### src/rtl/stream_mux2_pkg.sv
// -----------------------------------------------------------------------------
// stream_mux2_pkg
//   Shared types and constants for the two-input round-robin stream mux.
//
//   sel_t        : one-bit source identifier (SEL_A = 0, SEL_B = 1), used for
//                  the out_sel tag and the tie-break priority.
//   GNT_A/GNT_B  : bit positions of each source inside the 2-bit req/grant
//                  vectors exchanged between the top level and the arbiter.
//   other_sel()  : the opposite source; after a source wins, the tie-break
//                  priority moves to the other one.
// -----------------------------------------------------------------------------
package stream_mux2_pkg;

  typedef logic [0:0] sel_t;

  localparam sel_t SEL_A = 1'b0;
  localparam sel_t SEL_B = 1'b1;

  localparam int GNT_A = 0;
  localparam int GNT_B = 1;

  function automatic sel_t other_sel(input sel_t s);
    return (s == SEL_A) ? SEL_B : SEL_A;
  endfunction

endpackage : stream_mux2_pkg

### src/rtl/rr_arb2.sv
// -----------------------------------------------------------------------------
// rr_arb2
//   Two-requester round-robin arbiter. The grant is combinational. A single
//   priority flop records which requester wins the next tie.
//
//   clk      in   rising-edge clock
//   rst      in   synchronous, active-high reset (priority returns to A)
//   req      in   [GNT_A] = source A requesting, [GNT_B] = source B requesting
//   advance  in   the current grant was consumed this cycle (a transfer)
//   grant    out  one-hot (or zero) grant, same bit layout as req
//   prio     out  requester that wins the next tie
// -----------------------------------------------------------------------------
module rr_arb2
  import stream_mux2_pkg::*;
(
  input  logic       clk,
  input  logic       rst,
  input  logic [1:0] req,
  input  logic       advance,
  output logic [1:0] grant,
  output sel_t       prio
);

  sel_t prio_q;
  sel_t prio_d;

  // A lone requester always wins. On a tie the priority holder wins.
  always_comb begin
    // NOTE: every signal assigned in always_comb gets a default first, so
    // no path can leave it unassigned and infer a latch.
    grant = 2'b00;
    if (req[GNT_A] && req[GNT_B]) begin
      if (prio_q == SEL_A) grant[GNT_A] = 1'b1;
      else                 grant[GNT_B] = 1'b1;
    end else begin
      grant = req;
    end
  end

  // Priority moves only when a grant is actually consumed. A requester that
  // is granted but stalled keeps its claim on the next tie.
  always_comb begin
    prio_d = prio_q;
    if (advance && (grant != 2'b00)) begin
      prio_d = grant[GNT_B] ? other_sel(SEL_B) : other_sel(SEL_A);
    end
  end

  always_ff @(posedge clk) begin
    // NOTE: sequential state uses non-blocking assignments so every flop
    // samples pre-edge values, independent of block ordering.
    if (rst) prio_q <= SEL_A;
    else     prio_q <= prio_d;
  end

  assign prio = prio_q;

endmodule : rr_arb2

### src/rtl/stream_mux2_rr.sv
// -----------------------------------------------------------------------------
// stream_mux2_rr
//   Merges two valid/ready producer streams (A, B) into one registered output
//   stream. A round-robin arbiter picks the source. The output register reloads
//   whenever it is empty or being drained, so a full-rate stream passes with
//   no bubbles.
//
//   clk        in   rising-edge clock
//   rst        in   synchronous, active-high reset
//   a_data     in   source A payload        a_valid in  / a_ready out
//   b_data     in   source B payload        b_valid in  / b_ready out
//   out_data   out  registered payload      out_valid out / out_ready in
//   out_sel    out  source of the current output beat (0 = A, 1 = B)
//   prio       out  source that wins the next tie (0 = A, 1 = B)
//
//   a_ready/b_ready are combinational functions of out_ready and the input
//   valids. The consumer must not route out_ready back from them.
// -----------------------------------------------------------------------------
module stream_mux2_rr
  import stream_mux2_pkg::*;
#(
  parameter int WIDTH = 8
) (
  input  logic             clk,
  input  logic             rst,
  input  logic [WIDTH-1:0] a_data,
  input  logic             a_valid,
  output logic             a_ready,
  input  logic [WIDTH-1:0] b_data,
  input  logic             b_valid,
  output logic             b_ready,
  output logic [WIDTH-1:0] out_data,
  output logic             out_valid,
  input  logic             out_ready,
  output sel_t             out_sel,
  output sel_t             prio
);

  logic [WIDTH-1:0] out_data_q,  out_data_d;
  logic             out_valid_q, out_valid_d;
  sel_t             out_sel_q,   out_sel_d;

  logic       load_en;
  logic       xfer;
  logic [1:0] req;
  logic [1:0] grant;

  // The register may take a new beat when it is empty or its beat leaves
  // this cycle. Forcing it low in reset keeps both readies low, so a beat
  // offered during reset is never accepted.
  assign load_en = !rst && (!out_valid_q || out_ready);

  assign req[GNT_A] = a_valid;
  assign req[GNT_B] = b_valid;

  rr_arb2 u_arb (
    .clk     (clk),
    .rst     (rst),
    .req     (req),
    .advance (xfer),
    .grant   (grant),
    .prio    (prio)
  );

  assign a_ready = load_en && grant[GNT_A];
  assign b_ready = load_en && grant[GNT_B];
  assign xfer    = a_ready || b_ready;

  // On load with no grant the register empties. out_data and out_sel keep
  // their last values, so an idle output still shows the previous beat.
  always_comb begin
    out_valid_d = out_valid_q;
    out_data_d  = out_data_q;
    out_sel_d   = out_sel_q;
    if (load_en) begin
      out_valid_d = xfer;
      if (xfer) begin
        out_sel_d  = grant[GNT_B] ? SEL_B : SEL_A;
        out_data_d = grant[GNT_B] ? b_data : a_data;
      end
    end
  end

  always_ff @(posedge clk) begin
    if (rst) begin
      out_valid_q <= 1'b0;
      out_data_q  <= '0;
      out_sel_q   <= SEL_A;
    end else begin
      out_valid_q <= out_valid_d;
      out_data_q  <= out_data_d;
      out_sel_q   <= out_sel_d;
    end
  end

  assign out_valid = out_valid_q;
  assign out_data  = out_data_q;
  assign out_sel   = out_sel_q;

  // The arbiter grant is one-hot, so at most one source is accepted per cycle.
  a_one_ready : assert property (@(posedge clk) !(a_ready && b_ready));

endmodule : stream_mux2_rr

### config.mk
export PLATFORM = sky130hd
export DESIGN_NAME = stream_mux2_rr
export DESIGN_NICKNAME = d
export VERILOG_FILES = /design/src/rtl/stream_mux2_pkg.sv /design/src/rtl/rr_arb2.sv /design/src/rtl/stream_mux2_rr.sv
export SDC_FILE = /design/constraint.sdc
export NUM_CORES = 1
export LEC_CHECK = 0
export ABC_AREA = 1
export BUFFER_PORTS_ARGS = -buffer_cell sky130_fd_sc_hd__buf_2
export CAP_MARGIN = 20
export CORE_MARGIN = 10
export CORE_UTILIZATION = 37
export DETAILED_ROUTE_END_ITERATION = 8
export PLACE_DENSITY = 0.78
export SKIP_CTS_REPAIR_TIMING = 1
export SYNTH_ARGS = -nofsm -noshare
export SYNTH_HDL_FRONTEND = slang
export SYNTH_SLANG_ARGS = --single-unit
export TNS_END_PERCENT = 5
### constraint.sdc
create_clock -name clk -period 1 [get_ports clk]
set_clock_uncertainty 0.05 [all_clocks]
set_input_delay 0.05 -clock clk [delete_from_list [all_inputs] [get_ports clk]]
set_output_delay 0.05 -clock clk [all_outputs]
set_load 0.01 [all_outputs]
==> run metrics, run 1 <==
Avg Cell Area, Syn=6.24 um2; Worst EP required=900 ps; Vias=686; Peak Freq=0.866 GHz; switch share=31.0%; global route total overflow=0; die width=59.2 um; I/O pin cnt=34; Setup TNS Final=-645 ps; largest vdd supply drop=1.06 mV; per-cell routed wire length=11.3 um; Rel. slew slack=86.8%; Worst-Skew Late Latency=270 ps; Power Density=1280 nW/um2; Synth area leaders=dfxtp_1 (39%), nand2_1 (22%), nand3_1 (14%), inv_1 (13%), nor2_4 (4.0%); critical path endpoint category=output pin; Core Box Area=1470 um2; Worst Hold Class=in2reg; CP bufs+invs=4; GP Congestion=0.769; Reg power frac=43.7%; Final Hold Fails=0; critical path class=reg2out; failing checks=negative setup slack; Worst EP arrival=1050 ps; register area share after synthesis=38.8%; RSZ-0062 raised after global routing=true; outcome=complete, but fails checks; Final Critical Period=1150 ps; slowest CP cell=dfxtp_2; Combinational Power Share=30.7%; Final WS setup=-155 ps; final critical-path share of the clock period=115%; initial antenna violation count=0; DP HPWL=1400 um; Vias/cell=4.48; Net Count, Synth=112; H-tree depth=1; fin. max-slew vios=0; max-cap viol count=0; ANT cells=0; share of the synthesized area in the top cell type=38.8%; fin nets=159; gr usage total=9.86%; switching power=362 uW; Residual DRC=0; Post-Syn Area=568 um2; worst-path cell chain=inv_2 -> nand2_2 -> nand2_4 -> inv_4 -> nand2_4 -> inv_2 -> buf_6; Top delay family on crit path=flip-flops; Syn-to-layout area delta=61.5%; worst-margin pin slew=197 ps; share of cells above drive strength 1=45.3%; number of global-route vias before repair=697; Mapped Cells=91; Non-Filler Instances=153; Clock Path Buffers=2; Final setup viols=11; WL final=1730 um; Pre-Repair DR Iteration Count=3; synthesized flop and latch total=11; Hold WS=19.9 ps; Critical Path Start Type=flop; number of port buffers=33; CTS tree=yes; Num Clock Sinks=11; Static Leak=0.000570 uW; first-pass GRT wire length=2740 um; CP peak stage delay=330 ps; Initial Util=38.6%; crit-path max FO=4; largest net degree at the start of global routing=11; Die ar.=3500 um2; largest area contributor in the netlist=dfxtp_1; Yosys warning count=0; library cells used by synthesis=12; die height=59.2 um; PnR Total Power=1170 uW; number of cell rows=14; CTS Buf Count=3; P_int=808 uW; Worst-path clk slew=70 ps; cell count after placement=143; Antenna Nets Post-Route=0; CTS Root Cell=clkbuf_4; Clock Power Share=25.6%; DR iter-0 viols=4
## power by group through the flow
stage,Clock (uW),Combinational (uW),Sequential [uW]
6_report,300,359,511
5_1_grt,341,404,519
4_1_cts,312,312,510
3_5_place_dp,0,309,520
3_3_place_gp,0,302,518
2_1_floorplan,0,132,545
## state kept, by name (all words and copies together), names as in the netlist
signal	flops
out_data	8
out_sel	1
out_valid	1
u_arb.prio	1
## layer usage
metal | global-route usage, % | wire length (um) | vias up
met4 | 1.97 | 13 | 0
met2 | 17.1 | 855 | 19
met1 | 9.09 | 678 | 297
met3 | 7.30 | 179 | 4
li1 | - | - | 366
met5 | 0 | 0 | -
## cells in the final DEF, fill, tap and decap left out, types with 2 or more instances in the layout
cell type and instances:
nand2_1 29, nand3_1 15, dfxtp_1 9, nand2_2 3
inv_2 3, buf_2 31, nor2_4 2, inv_1 17
nand2_4 3, clkbuf_4 3, buf_4 8, buf_6 2
dfxtp_2 2
## synthesized netlist by cell type
master / count
inv_2: 1
a21oi_1: 1
nand3_1: 16
buf_2: 1
nor2_1: 1
nand2_2: 2
nand2_1: 33
o22ai_1: 1
nor2_4: 2
o21ai_0: 2
inv_1: 20
dfxtp_1: 11
## path summary, 6_finish.rpt
check / start / slack (ps) / depth (start not counted) / end
setup / recovery: u_arb.prio / -150 / 7 / b_ready
hold / removal: b_data[5] / 20 / 5 / out_data[5]
setup reg to reg: u_arb.prio / -100 / 8 / out_data[1]
hold reg to reg: out_data[5] / 420 / 2 / out_data[5]
## final cells by class
cell class / count / area [um2]
well taps: 16 / 20.0
clock buffers: 3 / 22.5
flip-flops and latches: 11 / 223
clock inverters: 1 / 5.00
fillers: 146 / 554
repair buffers: 43 / 268
inverters: 21 / 81.3
multi-input cells: 58 / 298
## per-stage QoR
step                worst slack, ps  area, um2  util (%)
global route                   -228        917      62.3
finish                         -155        917      62.3
global placement              -24.3        797      54.2
floorplan                     -14.9        574         -
detailed placement            -67.9        797      54.2
CTS                            -328        825      56.0
## worst reg2reg max path: cells and delay by family, from the launching register on
family | cells | cell delay (ps)
simple gates | 4 | 270
flops | 1 | 330
buf+inv | 4 | 350
## cell families (layout without fill, tap and decap cells)
family | count (synthesis) | after routing | share of synthesized area [%]
flip-flops | 11 | 11 | 38.8
buffers and inverters | 22 | 68 | 14.8
AO/OA/AOI/OAI | 4 | 4 | 3.74
AND/OR/NAND/NOR | 54 | 54 | 42.7
Power figures use the tool's default switching activity.
==> inputs of run 2 (changes only) <==
--- a/config.mk
+++ b/config.mk
@@ -9,11 +9,12 @@
 export BUFFER_PORTS_ARGS = -buffer_cell sky130_fd_sc_hd__buf_2
 export CAP_MARGIN = 20
 export CORE_MARGIN = 10
-export CORE_UTILIZATION = 37
+export CORE_UTILIZATION = 38
 export DETAILED_ROUTE_END_ITERATION = 8
-export PLACE_DENSITY = 0.78
+export PLACE_DENSITY = 0.77
 export SKIP_CTS_REPAIR_TIMING = 1
 export SYNTH_ARGS = -nofsm -noshare
 export SYNTH_HDL_FRONTEND = slang
+export SYNTH_HIERARCHICAL = 1
 export SYNTH_SLANG_ARGS = --single-unit
 export TNS_END_PERCENT = 5
==> run 2 against run 1 <==
Effect of this change: the flow still finishes with violations (negative setup slack); critical path depth is 1 higher; wire length is 8.8% higher; critical path type is now reg2reg; largest cell class unchanged; die area is 5.7% higher; critical endpoint is now out_data[1]; synthesized area is 12% higher.
==> run metrics, run 2 <==
outcome=complete, but fails checks; failing checks=negative setup slack; Pre-Repair DR Iteration Count=4 (+1); async set or reset register ratio after synthesis=0% (unchanged); worst-margin pin slew=250 ps (+53.1 ps); DP HPWL=1350 um (-3.6%); Rel. slew slack=83.3% (-3.5 points); Reg power frac=42.1% (-1.6 points); Syn-to-layout area delta=56.6%; DP Area=851 um2 (+6.8%); RSZ-0062 raised after global routing=true; gr usage total=9.35% (-0.51 points); Post-Syn Area=634 um2 (+12%); GP Congestion=0.788 (+2.5%); Worst Hold Class=in2reg; HP Start=a_valid; Avg Cell Area, Syn=6.54 um2 (+4.8%); Final Hold Fails=0 (unchanged); first-pass GRT wire length=2590 um (-5.5%); max reg flops=8 (unchanged); die width=60.9 um (+2.8%); max-cap viol count=0 (unchanged); filler instances=131 (-10%); Power Density=1200 nW/um2 (-6.3%); EDFF count, synth=0 (unchanged); DR iter-0 viols=10 (+6); die height=60.9 um (+2.8%); largest net degree at the start of global routing=11 (unchanged); largest area contributor in the netlist=dfxtp_1; P_int=816 uW (+1.1%); Synth Flop Type=dfxtp_1; Worst EP arrival=1530 ps (+480 ps); critical path endpoint category=flop; number of global-route vias before repair=647 (-7.2%); Final Critical Period=1360 ps (+206 ps); I/O pin cnt=34 (unchanged); H-tree depth=1 (unchanged); CTS Root Cell=clkbuf_4; fin nets=167 (+5.0%); initial antenna violation count=0 (unchanged); Peak Freq=0.735 GHz (-15%); CP startpoint=u_arb/prio; Yosys warning count=6 (+6); commonest cells after routing, fill and taps aside=buf_2 (31), inv_1 (19), nand2_1 (18); per-cell routed wire length=11.7 um (+3.4%); Vias/cell=4.53 (+0.99%); slowest CP cell=dfxtp_4; crit-path max FO=5 (+1); Residual DRC=0 (unchanged); number of port buffers=33 (unchanged); CTS tree=yes; most common cell after layout, fill and taps aside=buf_2; share of the synthesized area in the top cell type=34.7% (-4.1 points); fin. max-slew vios=0 (unchanged); global route total overflow=0 (unchanged); share of cells above drive strength 1=42.1% (-3.2 points); Combinational Power Share=31.4% (+0.7 points); Final WS setup=-361 ps (-206 ps); switch share=31.3% (+0.29 points); Clock Power Share=26.5% (+0.9 points); Initial Util=41.2% (+2.5 points); Final setup viols=13 (+2); synthesized flop and latch total=11 (unchanged); final critical-path share of the clock period=136% (+21 points); Antenna Nets Post-Route=0 (unchanged); Critical Path Start Type=flop; register area share after synthesis=34.7% (-4.1 points); WL final=1880 um (+8.8%); final instance area=993 um2 (+8.3%); ANT cells=0 (unchanged); switching power=371 uW (+2.4%); largest vdd supply drop=0.772 mV (-27%); reg-to-reg startpoint=u_arb/prio; dpl ws=-244 ps (-176 ps); Worst-Skew Late Latency=270 ps (about the same); Post-Route Utilization=64.4% (+2.1 points); Net Count, Synth=118 (+5.4%); most common cell in the netlist=inv_1; Static Leak=0.000569 uW (-0.17%); Mapped Cells=97 (+6.6%); Synth area leaders=dfxtp_1 (35%), inv_1 (12%), nand2_1 (11%), nor2_1 (9.5%), nand3_1 (7.9%); Worst EP required=1170 ps (+270 ps); Num Clock Sinks=11 (unchanged); Clock Path Buffers=2 (unchanged); Synth top cells by count=inv_1 (21), nand2_1 (19), nor2_1 (16); Core Box Area=1540 um2 (+4.8%); Die ar.=3700 um2 (+5.7%); critical path class=reg2reg; Worst-path clk slew=80 ps (about the same); worst-path cell chain=inv_4 -> a21boi_4 -> nand3_4 -> buf_6 -> buf_4 -> nand3_1 -> nand2_1 -> nor2_1; library cells used by synthesis=15 (+3); CP peak stage delay=370 ps (+40 ps); number of cell rows=14 (unchanged); CTS Buf Count=3 (unchanged); PnR Total Power=1190 uW (+1.5%); Vias=729 (+6.3%)
## run 2: kinds of logic (layout without fill, tap and decap cells)
| group | count (synthesis) | after routing | share of synthesized area [%] |
|---|---|---|---|
| AOI/OAI and AO/OA | 13 | 13 | 14.2 |
| and+or+nand+nor | 48 | 48 | 32.7 |
| DFF | 11 | 11 | 34.7 |
| buffers and inverters | 25 | 73 | 18.3 |
## run 2: through the flow
stage          hold slack [ps]  setup TNS [ps]  std cells
2_1_floorplan             53.3           -1790         97
3_3_place_gp               195           -2190        149
3_5_place_dp               200           -2600        149
4_1_cts                   -100           -3490        153
5_1_grt                   49.2           -4620        161
6_report                  40.0           -3640        161
## run 2: power groups by stage
stage	clock, uW	sequential [uW]	combinational (uW)
after floorplan	0	528	167
after global placement	0	507	312
after detailed placement	0	508	318
after CTS	327	498	319
after global routing	350	505	412
final	315	500	373
## run 2: cell type report
class                           instances  area (um2)  area share (%)
Tap cell                               16        20.0            2.02
Multi-Input combinational cell         61         329            33.1
Sequential cell                        11         224            22.5
Clock buffer                            4        26.3            2.64
Timing Repair Buffer                   47         309            31.1
Inverter                               22        85.1            8.56
## run 2: layer usage
layer  part of all wire, %  vias to the layer above  GRT usage [%]
met5                     0                        -              0
met4                   2.7                        0           8.46
met3                   6.9                        4           2.92
met2                    50                       22           15.1
met1                    40                      313           9.40
li1                      -                      390              -
## run 2: path summary, 6_finish.rpt
kind                 endpoint  slack, ps  cells after the start
setup / recovery  out_data[1]       -360                      8
hold / removal     u_arb/prio         40                      3
setup reg to reg  out_data[1]       -360                      8
hold reg to reg       out_sel        440                      2
## run 2: critical path: cells and delay by family, from the launching register on
family,cells,cell delay (ps)
compound gates,1,250
buf+inv,3,310
flops,1,370
simple gates,4,320
